**src/rtl/mvm_pkg.sv**
```systemverilog
// Shared definitions for the MVM sequencing controller.
//   state_e       : controller FSM states
//   calc_w_bus_kx : width of the assembled {k, x} bus
//   calc_w_bus_y  : width of the result bus
//   calc_n_words  : number of serial words needed to cover a bus
//   cnt_w         : counter width able to index n words (at least 1 bit)
package mvm_pkg;

  typedef enum logic [1:0] {
    ST_RECV   = 2'd0,
    ST_ISSUE  = 2'd1,
    ST_WAIT_Y = 2'd2,
    ST_SEND   = 2'd3
  } state_e;

  function automatic int calc_w_bus_kx(int r, int c, int w_k, int w_x);
    return r * c * w_k + c * w_x;
  endfunction

  function automatic int calc_w_bus_y(int r, int w_y_out);
    return r * w_y_out;
  endfunction

  function automatic int calc_n_words(int w_bus, int bits_per_word);
    return w_bus / bits_per_word;
  endfunction

  function automatic int cnt_w(int n);
    return (n > 1) ? $clog2(n) : 1;
  endfunction

endpackage

```
**src/rtl/mvm_seq_ctrl_if.sv**
```systemverilog
// Handshake/bus bundle around the MVM sequencing controller.
//   s_valid/s_data                   : words from the UART receiver (no backpressure)
//   m_kx_valid/m_kx_ready/m_kx_data  : assembled {k, x} bus towards the MVM
//   s_y_valid/s_y_ready/s_y_data     : result bus from the MVM
//   m_tx_valid/m_tx_ready/m_tx_data  : words towards the UART transmitter
// Modport master is the controller's view, slave is the surrounding system's view.
interface mvm_seq_ctrl_if #(
  parameter int BITS_PER_WORD = 8,
  parameter int W_BUS_KX      = 16,
  parameter int W_BUS_Y       = 16
);
  logic                     s_valid;
  logic [BITS_PER_WORD-1:0] s_data;
  logic                     m_kx_valid;
  logic                     m_kx_ready;
  logic [W_BUS_KX-1:0]      m_kx_data;
  logic                     s_y_valid;
  logic                     s_y_ready;
  logic [W_BUS_Y-1:0]       s_y_data;
  logic                     m_tx_valid;
  logic                     m_tx_ready;
  logic [BITS_PER_WORD-1:0] m_tx_data;

  modport master (
    input  s_valid, s_data, m_kx_ready, s_y_valid, s_y_data, m_tx_ready,
    output m_kx_valid, m_kx_data, s_y_ready, m_tx_valid, m_tx_data
  );

  modport slave (
    output s_valid, s_data, m_kx_ready, s_y_valid, s_y_data, m_tx_ready,
    input  m_kx_valid, m_kx_data, s_y_ready, m_tx_valid, m_tx_data
  );
endinterface

```
**src/rtl/mvm_word_gather.sv**
```systemverilog
// Word deserializer: writes each accepted word into slot cnt_q of frame_q
// (slot 0 = LSBs) and pulses done combinationally on the last word of a frame.
//   clk, rst  : clock, synchronous active-high reset (clears frame and counter)
//   en        : gathering allowed (controller is in RECV)
//   in_valid  : word strobe
//   in_data   : word
//   frame_q   : assembled frame, held stable while en is low
//   cnt_q     : index of the next slot to be written
//   done      : last word of the frame accepted this cycle
// Optional macro MVM_SEQ_CTRL_TIMEOUT_EN: a partial frame idle for
// TIMEOUT_CYCLES cycles is discarded (counter returns to slot 0).
module mvm_word_gather
  import mvm_pkg::*;
#(
  parameter int BITS_PER_WORD  = 8,
  parameter int N_WORDS        = 2,
  parameter int TIMEOUT_CYCLES = 65535,
  localparam int CW            = cnt_w(N_WORDS),
  localparam int W_FRAME       = N_WORDS * BITS_PER_WORD
) (
  input  logic                     clk,
  input  logic                     rst,
  input  logic                     en,
  input  logic                     in_valid,
  input  logic [BITS_PER_WORD-1:0] in_data,
  output logic [W_FRAME-1:0]       frame_q,
  output logic [CW-1:0]            cnt_q,
  output logic                     done
);

  if (TIMEOUT_CYCLES < 1) begin : g_bad_timeout
    $error("mvm_word_gather: TIMEOUT_CYCLES must be at least 1");
  end

  logic [W_FRAME-1:0] frame_d;
  logic [CW-1:0]      cnt_d;
  logic               timeout;

`ifdef MVM_SEQ_CTRL_TIMEOUT_EN
  localparam int TW = $clog2(TIMEOUT_CYCLES + 1);
  logic [TW-1:0] tmr_q, tmr_d;

  // Counts idle cycles of a partially received frame; any word restarts it.
  always_comb begin
    tmr_d   = '0;
    timeout = 1'b0;
    if (en && !in_valid && (cnt_q != '0)) begin
      if (tmr_q == TW'(TIMEOUT_CYCLES - 1)) timeout = 1'b1;
      else                                  tmr_d   = tmr_q + TW'(1);
    end
  end

  always_ff @(posedge clk) begin
    if (rst) tmr_q <= '0;
    else     tmr_q <= tmr_d;
  end
`else
  assign timeout = 1'b0;
`endif

  always_comb begin
    frame_d = frame_q;
    cnt_d   = cnt_q;
    done    = 1'b0;
    if (en && in_valid) begin
      frame_d[int'(cnt_q) * BITS_PER_WORD +: BITS_PER_WORD] = in_data;
      if (cnt_q == CW'(N_WORDS - 1)) begin
        cnt_d = '0;
        done  = 1'b1;
      end else begin
        cnt_d = cnt_q + CW'(1);
      end
    end else if (timeout) begin
      cnt_d = '0;
    end
  end

  always_ff @(posedge clk) begin
    if (rst) begin
      frame_q <= '0;
      cnt_q   <= '0;
    end else begin
      frame_q <= frame_d;
      cnt_q   <= cnt_d;
    end
  end

endmodule

```
**src/rtl/mvm_seq_ctrl.sv**
```systemverilog
// MVM sequencing controller: gathers serial words into the {k, x} bus, hands
// it to the MVM, captures the result bus and streams it back out word by word.
//   clk      : single clock, rising edge
//   rst      : synchronous active-high reset; aborts any frame in flight
//   bus      : mvm_seq_ctrl_if.master (receiver words, KX bus, Y bus, TX words)
//   overrun  : sticky, a word arrived while not in RECV (cleared only by rst)
//   busy     : high except in RECV with no word of a frame received yet
// Optional macro MVM_SEQ_CTRL_TIMEOUT_EN enables discarding of a partial
// frame after TIMEOUT_CYCLES idle cycles.
module mvm_seq_ctrl
  import mvm_pkg::*;
#(
  parameter int R              = 2,
  parameter int C              = 2,
  parameter int W_X            = 4,
  parameter int W_K            = 2,
  parameter int W_Y_OUT        = 8,
  parameter int BITS_PER_WORD  = 8,
  parameter int TIMEOUT_CYCLES = 65535
) (
  input  logic          clk,
  input  logic          rst,
  mvm_seq_ctrl_if.master bus,
  output logic          overrun,
  output logic          busy
);

  localparam int W_BUS_KX   = calc_w_bus_kx(R, C, W_K, W_X);
  localparam int W_BUS_Y    = calc_w_bus_y(R, W_Y_OUT);
  localparam int N_WORDS_KX = calc_n_words(W_BUS_KX, BITS_PER_WORD);
  localparam int N_WORDS_Y  = calc_n_words(W_BUS_Y, BITS_PER_WORD);
  localparam int RCW        = cnt_w(N_WORDS_KX);
  localparam int TCW        = cnt_w(N_WORDS_Y);

  if ((W_BUS_KX % BITS_PER_WORD) != 0) begin : g_bad_kx
    $error("mvm_seq_ctrl: W_BUS_KX is not a multiple of BITS_PER_WORD");
  end
  if ((W_BUS_Y % BITS_PER_WORD) != 0) begin : g_bad_y
    $error("mvm_seq_ctrl: W_BUS_Y is not a multiple of BITS_PER_WORD");
  end

  state_e               state_q, state_d;
  logic [W_BUS_Y-1:0]   y_q, y_d;
  logic [TCW-1:0]       tx_cnt_q, tx_cnt_d;
  logic                 overrun_q, overrun_d;
  logic                 recv_en;
  logic                 frame_done;
  logic [RCW-1:0]       rx_cnt;
  logic [W_BUS_KX-1:0]  kx_buf;

  assign recv_en = (state_q == ST_RECV);

  // The gather buffer only changes in RECV, so it doubles as the stable KX
  // payload for the whole ISSUE handshake.
  mvm_word_gather #(
    .BITS_PER_WORD  (BITS_PER_WORD),
    .N_WORDS        (N_WORDS_KX),
    .TIMEOUT_CYCLES (TIMEOUT_CYCLES)
  ) u_gather (
    .clk      (clk),
    .rst      (rst),
    .en       (recv_en),
    .in_valid (bus.s_valid),
    .in_data  (bus.s_data),
    .frame_q  (kx_buf),
    .cnt_q    (rx_cnt),
    .done     (frame_done)
  );

  always_comb begin
    state_d        = state_q;
    y_d            = y_q;
    tx_cnt_d       = tx_cnt_q;
    // Words outside RECV are dropped; this includes the final SEND cycle.
    overrun_d      = overrun_q | (bus.s_valid && (state_q != ST_RECV));
    bus.m_kx_valid = 1'b0;
    bus.s_y_ready  = 1'b0;
    bus.m_tx_valid = 1'b0;
    unique case (state_q)
      ST_RECV: begin
        if (frame_done) state_d = ST_ISSUE;
      end
      ST_ISSUE: begin
        bus.m_kx_valid = 1'b1;
        if (bus.m_kx_ready) state_d = ST_WAIT_Y;
      end
      ST_WAIT_Y: begin
        bus.s_y_ready = 1'b1;
        if (bus.s_y_valid) begin
          y_d     = bus.s_y_data;
          state_d = ST_SEND;
        end
      end
      ST_SEND: begin
        bus.m_tx_valid = 1'b1;
        if (bus.m_tx_ready) begin
          if (tx_cnt_q == TCW'(N_WORDS_Y - 1)) begin
            tx_cnt_d = '0;
            state_d  = ST_RECV;
          end else begin
            tx_cnt_d = tx_cnt_q + TCW'(1);
          end
        end
      end
      default: state_d = ST_RECV;
    endcase
  end

  always_ff @(posedge clk) begin
    if (rst) begin
      state_q   <= ST_RECV;
      y_q       <= '0;
      tx_cnt_q  <= '0;
      overrun_q <= 1'b0;
    end else begin
      state_q   <= state_d;
      y_q       <= y_d;
      tx_cnt_q  <= tx_cnt_d;
      overrun_q <= overrun_d;
    end
  end

  assign bus.m_kx_data = kx_buf;
  assign bus.m_tx_data = y_q[int'(tx_cnt_q) * BITS_PER_WORD +: BITS_PER_WORD];
  assign overrun       = overrun_q;
  assign busy          = (state_q != ST_RECV) || (rx_cnt != '0);

endmodule

```
**src/flat_wrapper.sv**
```systemverilog
// flat-port wrapper written by rule: the top's interface ports become plain ports
module mvm_seq_ctrl_flat import mvm_pkg::*;
#(
  parameter int R              = 2,
  parameter int C              = 2,
  parameter int W_X            = 4,
  parameter int W_K            = 2,
  parameter int W_Y_OUT        = 8,
  parameter int BITS_PER_WORD  = 8,
  parameter int TIMEOUT_CYCLES = 65535
)
  (clk, rst, overrun, busy, bus_s_valid, bus_s_data, bus_m_kx_ready, bus_s_y_valid, bus_s_y_data, bus_m_tx_ready, bus_m_kx_valid, bus_m_kx_data, bus_s_y_ready, bus_m_tx_valid, bus_m_tx_data);
  mvm_seq_ctrl_if #(.BITS_PER_WORD(BITS_PER_WORD), .W_BUS_KX(16), .W_BUS_Y(16)) bus_i ();
  input  logic clk;
  input  logic rst;
  output logic overrun;
  output logic busy;
  input wire logic [$bits(bus_i.s_valid)-1:0] bus_s_valid;
  input wire logic [$bits(bus_i.s_data)-1:0] bus_s_data;
  input wire logic [$bits(bus_i.m_kx_ready)-1:0] bus_m_kx_ready;
  input wire logic [$bits(bus_i.s_y_valid)-1:0] bus_s_y_valid;
  input wire logic [$bits(bus_i.s_y_data)-1:0] bus_s_y_data;
  input wire logic [$bits(bus_i.m_tx_ready)-1:0] bus_m_tx_ready;
  output wire logic [$bits(bus_i.m_kx_valid)-1:0] bus_m_kx_valid;
  output wire logic [$bits(bus_i.m_kx_data)-1:0] bus_m_kx_data;
  output wire logic [$bits(bus_i.s_y_ready)-1:0] bus_s_y_ready;
  output wire logic [$bits(bus_i.m_tx_valid)-1:0] bus_m_tx_valid;
  output wire logic [$bits(bus_i.m_tx_data)-1:0] bus_m_tx_data;
  assign bus_i.s_valid = bus_s_valid;
  assign bus_i.s_data = bus_s_data;
  assign bus_i.m_kx_ready = bus_m_kx_ready;
  assign bus_i.s_y_valid = bus_s_y_valid;
  assign bus_i.s_y_data = bus_s_y_data;
  assign bus_i.m_tx_ready = bus_m_tx_ready;
  assign bus_m_kx_valid = bus_i.m_kx_valid;
  assign bus_m_kx_data = bus_i.m_kx_data;
  assign bus_s_y_ready = bus_i.s_y_ready;
  assign bus_m_tx_valid = bus_i.m_tx_valid;
  assign bus_m_tx_data = bus_i.m_tx_data;
  mvm_seq_ctrl #(.R(R), .C(C), .W_X(W_X), .W_K(W_K), .W_Y_OUT(W_Y_OUT), .BITS_PER_WORD(BITS_PER_WORD), .TIMEOUT_CYCLES(TIMEOUT_CYCLES)) u_core (.clk(clk), .rst(rst), .bus(bus_i), .overrun(overrun), .busy(busy));
endmodule
```
**config.mk**
```make
export PLATFORM = sky130hd
export DESIGN_NAME = mvm_seq_ctrl_flat
export DESIGN_NICKNAME = d
export VERILOG_FILES = /design/src/rtl/mvm_pkg.sv /design/src/rtl/mvm_seq_ctrl_if.sv /design/src/rtl/mvm_word_gather.sv /design/src/rtl/mvm_seq_ctrl.sv /design/src/flat_wrapper.sv
export SDC_FILE = /design/constraint.sdc
export NUM_CORES = 1
export LEC_CHECK = 0
export ABC_AREA = 1
export CORE_MARGIN = 2
export CORE_UTILIZATION = 43
export DETAILED_ROUTE_END_ITERATION = 8
export HOLD_SLACK_MARGIN = 0.15
export PLACE_DENSITY = 0.89
export SLEW_MARGIN = 20
export SYNTH_ARGS = -nofsm -noshare
export SYNTH_HDL_FRONTEND = slang
export SYNTH_SLANG_ARGS = --single-unit
```
**constraint.sdc**
```tcl
create_clock -name clk -period 1.45 [get_ports clk]
set_input_delay 0.145 -clock clk [delete_from_list [all_inputs] [get_ports clk]]
set_output_delay 0.145 -clock clk [all_outputs]
set_load 0.01 [all_outputs]
```
# Yosys cells after proc, flatten, opt, wreduce, memory -nomap -nowiden
# Index checks and enable logic that the tools add are counted.
totals:
  ff_bits: 37
  in_bits: 30
  out_inout_bits: 29
  word_cells: 43
classes:
  add_sub_neg: 3
  eq_ne: 8
  n_shift: 3
  n_mux: 14
  n_bitwise: 1
  n_reduce_logical: 8
op_table:
  columns: ["cell", "n"]
  rows:
  - ["$neg 4->33", 1]
  - ["$shift 8x33->16 const A", 1]
  - ["$shiftx 8x33->16", 1]
  - ["$bwmux 16", 1]
  - ["$shiftx 16x5->8", 1]
  - ["$mux 2", 5]
  - ["$pmux 2 s4", 1]
  - ["$mux 1", 7]
  - ["$ne 2x2->1 const B", 3]
  - ["$reduce_and 5->1", 1]
  - ["$eq 2x2->1 const B", 2]
  - ["$ne 2x1->1 const B", 2]
  - ["$reduce_and 2->1", 2]
  - ["$add 1x1->1 const B", 2]
  - ["$eq 2x1->1 const B", 1]
  - ["$logic_and 1x1->1", 2]
  - ["$logic_not 2->1", 1]
  - ["$reduce_bool 2->1", 1]
  - ["$logic_or 1x1->1", 1]
  - ["$or 1x1->1", 1]

# Logic depth before layout (Yosys ltp)
logic_depth:
  ltp_word: 5
  depth_mapped: 8
  depth_no_buf: 8

# Cells and area by module
# From an unflattened synthesis, not the netlist that was laid out.
unflattened:
  cells_unflattened: 248
  area_unflattened_um2: 1721.7
modules_own_cells:
  columns: ["mod", "instances", "cells_per_inst", "area_each_um2", "seq_area_each_um2"]
  rows:
  - ["mvm_seq_ctrl", 1, 140, 987.2, 400.4]
  - ["mvm_word_gather", 1, 108, 734.5, 340.3]

# Worst setup path after synthesis
# No wires, ideal clock.
synth_timing:
  kind: "flip-flop to flip-flop"
  startpoint: "register u_core.state_q[0]"
  endpoint: "register u_core.y_q[8]"
  setup_time_ns: 0.116
  arrival_ns: 1.170
  required_ns: 1.334
  path_slack_ns: 0.164
  path_stages_with_launch: 8
  path_buffers: 1
  synth_period_minus_slack_ns: 1.286
  cell_sequence: "dfxtp_1 > inv_1 > ha_1 > nand2_2 > inv_2 > buf_4 > nor2_1 > nor2_1"
synth_between:
  elab_chain_cells: 2
synth_rtl:
  columns: ["element", "line", "source"]
  rows:
  - ["start, declared", "mvm_seq_ctrl.sv:42", "state_e state_q, state_d;"]
  - ["start signal, assigned", "mvm_seq_ctrl.sv:116", "state_q <= state_d;"]
  - ["$eq 2x2->1", "mvm_seq_ctrl.sv:79", "unique case (state_q)"]
  - ["$reduce_and 2->1 (no line)", null, null]
  - ["end signal, assigned", "mvm_seq_ctrl.sv:117", "y_q <= y_d;"]
  - ["end, declared", "mvm_seq_ctrl.sv:43", "logic [W_BUS_Y-1:0] y_q, y_d;"]
# Every way passes these cells.
# A chain may end at the register's enable or synchronous reset.

# Final worst setup path
layout_timing:
  startpoint: "register u_core.u_gather.frame_q[13]"
  endpoint: "output bus_m_kx_data[13]"
layout_rtl:
  columns: ["element", "line", "source"]
  rows:
  - ["start, declared", "mvm_word_gather.sv:26", "output logic [W_FRAME-1:0] frame_q,"]
  - ["start signal, assigned", "mvm_word_gather.sv:83", "frame_q <= frame_d;"]
  - ["end, declared", "flat_wrapper.sv:25", "output wire logic [$bits(bus_i.m_kx_data)-1:0] bus_m_kx_data;"]
# No word-level cell between the ends.

==> reports/metrics.yaml <==
place:
  gp_congestion: 0.842
  port_buffers: 58
  dp_cells: 318
  pre_cts_slack_ns: -0.0161
  post-dp-hpwl_mm: 2.78
power:
  power.density_mw_per_mm2: 1400
  p_sw_share_pct: 34.6
  p_comb_share_pct: 38.1
  power.leakage_nw: 0.989
  p_int_mw: 2.10
  power_frac_clock_pct: 19.2
  seqPwrFrac_pct: 42.7
  p_total_mw: 3.21
  ir_drop_mv: 0.934
  p_sw_mw: 1.11
detailed_routing:
  drc: 0
  vias: 1523
  firstDrtPassIters: 4
  vias_per_cell: 4.66
  wl_mm: 3.75
  wl_per_cell_um: 11.5
  ant_nets: 0
  drt-initial-drc-count: 61
grt:
  grt_max_degree: 16
  grt_pass1_vias: 1448
  grt_use_met1_pct: 21.7
  antenna_found_initial: 0
  busiest_layer: "met2"
  grt_usage_pct: 20.1
  met2_usage_pct: 35.7
  grt_overflow: 0
  grt_pass1_wl_mm: 6.40
  grt_use_met3_pct: 8.39
logic_synthesis:
  async_flop_share_pct: 0
  yosysUniqueCellTypes: 15
  yosysWarnings: 0
  ys_seq_area_share_pct: 48.3
  synth_nets: 248
  synthFlopType: "dfxtp_1"
  avgSynthCellArea_um2: 7.20
  synth_edf_count: 0
  synth-seq-cells: 37
  synthesis.area_mm2: 0.00153
  synthCells: 213
worst_setup_path:
  crit_arrival_ns: 1.25
  slowest_stage: "clkdlybuf4s50_1"
  cpPeakStageDelay_ns: 0.55
  cp-start-kind: "flip-flop"
  cp_max_fo: 2
  cp.required_ns: 1.31
  cp_top_family: "buffers and inverters"
  end_kind: "output port"
  crit_chain: "clkdlybuf4s50_1"
  crit_buf_inv: 1
  crit_type: "flip-flop to output port"
outcome:
  outcome: "completed"
timing:
  fin_setup_tns_ns: 0
  maxSlewViolCount: 0
  final.period_utilization_pct: 96.4
  setup_viol: 0
  timing.fmax_mhz: 716
  fin_crit_ns: 1.40
  finClkSkew_ns: 0.0153
  whs_ns: 0.397
  maxSlewHeadroom_pct: 83.2
  worst_pin_slew_ns: 0.252
  rsz0062_at_grt: "false"
  finalHoldViolCount: 0
  finalWorstSetupSlack_ns: 0.0526
die:
  core_area_mm2: 0.00339
  dieArea_mm2: 0.00406
  initial_core_util_pct: 45.3
  fp.dieW_um: 63.7
  dieHeight_um: 63.7
  io_pins: 59
  num_rows: 21
cells_and_area:
  drive_gt1_share_pct: 13.5
  layout_commonest_cell: "nor2_1"
  finalNonFillerCells: 327
  fillers: 297
  mostFrequentLayoutCells: "54 x nor2_1, 45 x clkdlybuf4s50_1, 40 x nand2_1, 34 x dfxtp_1, 16 x o21ai_0"
  multi_input_area_um2: 718
  seq_area_um2: 752
  nets: 315
  areaGrowthSynthToFinish_pct: 49.1
  diodes: 0
clocking:
  clock_latency_ns: 0.35
  cts_hold_buf: 0
  cts_root_buffer: "clkbuf_4"
  ctsLongestPathBuffers: 2
  numCtsBuffers: 5
  clock_sinks: 37
  clk_pin_slew_ns: 0.12
  cts_htree_levels: 2
  cts_tree: "done"
run:
  maxCapViolations: 0
min_path:
  holdCritPathClass: "input port to flip-flop"
cell usage after synthesis, types with 2 or more instances:
cell | n | area [um2]
clkbuf_1 | 3 | 11.3
o21ai_0 | 17 | 85.1
ha_1 | 5 | 62.6
nand2_1 | 40 | 150
buf_2 | 2 | 10.0
inv_2 | 5 | 18.8
inv_1 | 10 | 37.5
a21oi_1 | 14 | 70.1
buf_4 | 2 | 15.0
o21ai_1 | 9 | 45.0
nand3_1 | 11 | 55.1
dfxtp_1 | 37 | 741
nand2_2 | 3 | 18.8
nor2_1 | 54 | 203
power by group through the flow:
stage / clock [mW] / combinational [mW] / sequential, mW
6_report: 0.617 / 1.22 / 1.37
5_1_grt: 0.684 / 1.38 / 1.40
4_1_cts: 0.631 / 1.23 / 1.35
3_5_place_dp: 0 / 1.25 / 1.37
3_3_place_gp: 0 / 1.23 / 1.36
2_1_floorplan: 0 / 0.642 / 1.39
flip-flops by register name, indices dropped and copies added, names as in the netlist:
| register | count |
|---|---|
| u_core.u_gather.cnt_q | 1 |
| u_core.y_q | 16 |
| u_core.overrun | 1 |
| u_core.tx_cnt_q | 1 |
| u_core.u_gather.frame_q | 16 |
| u_core.state_q | 2 |
metrics by stage:
stage          util, %  area (um2)
4_1_cts           67.5        2290
2_1_floorplan        -        1530
6_report          67.5        2290
3_5_place_dp      64.8        2200
5_1_grt           67.5        2290
3_3_place_gp      64.8        2200
worst paths after layout:
check | from | end | slack, ns | depth (start not counted)
max | u_core.u_gather.frame_q[13]$_SDFFE_PP0P_ | bus_m_kx_data[13] | 0.05 | 1
min | bus_s_data[4] | u_core.u_gather.frame_q[4]$_SDFFE_PP0P_ | 0.40 | 3
max reg2reg | u_core.state_q[1]$_SDFFE_PP0P_ | u_core.u_gather.frame_q[3]$_SDFFE_PP0P_ | 0.18 | 7
min reg2reg | u_core.u_gather.frame_q[8]$_SDFFE_PP0P_ | u_core.u_gather.frame_q[8]$_SDFFE_PP0P_ | 0.47 | 2
layer usage:
| metal | up-vias | wire length (um) |
|---|---|---|
| met5 | - | 0 |
| met4 | 0 | 45 |
| met3 | 7 | 298 |
| met2 | 44 | 1790 |
| met1 | 661 | 1620 |
| li1 | 811 | - |
layout make-up:
class | instances | area share (%)
repair buffers | 67 | 27.4
inverters | 15 | 2.79
clock buffers | 7 | 2.84
flip-flops and latches | 37 | 32.9
clock inverters | 1 | 0.219
multi-input cells | 154 | 31.4
well taps | 46 | 2.52
what timing repair did:
item	4_1_cts	5_1_grt
setup endpoints to repair	12	10
pin swaps	1	0
endpoints found under the hold margin	0	0
setup buffers	1	0
gates resized for setup	27	15
cells by family after synthesis:
group,synth area share [%]
AO/OA/AOI/OAI,13.1
AND/OR/NAND/NOR,28.5
adder cells (fa/ha/maj),4.08
buffers and inverters,6.04
flip-flops,48.3
Power figures use the tool's default switching activity.
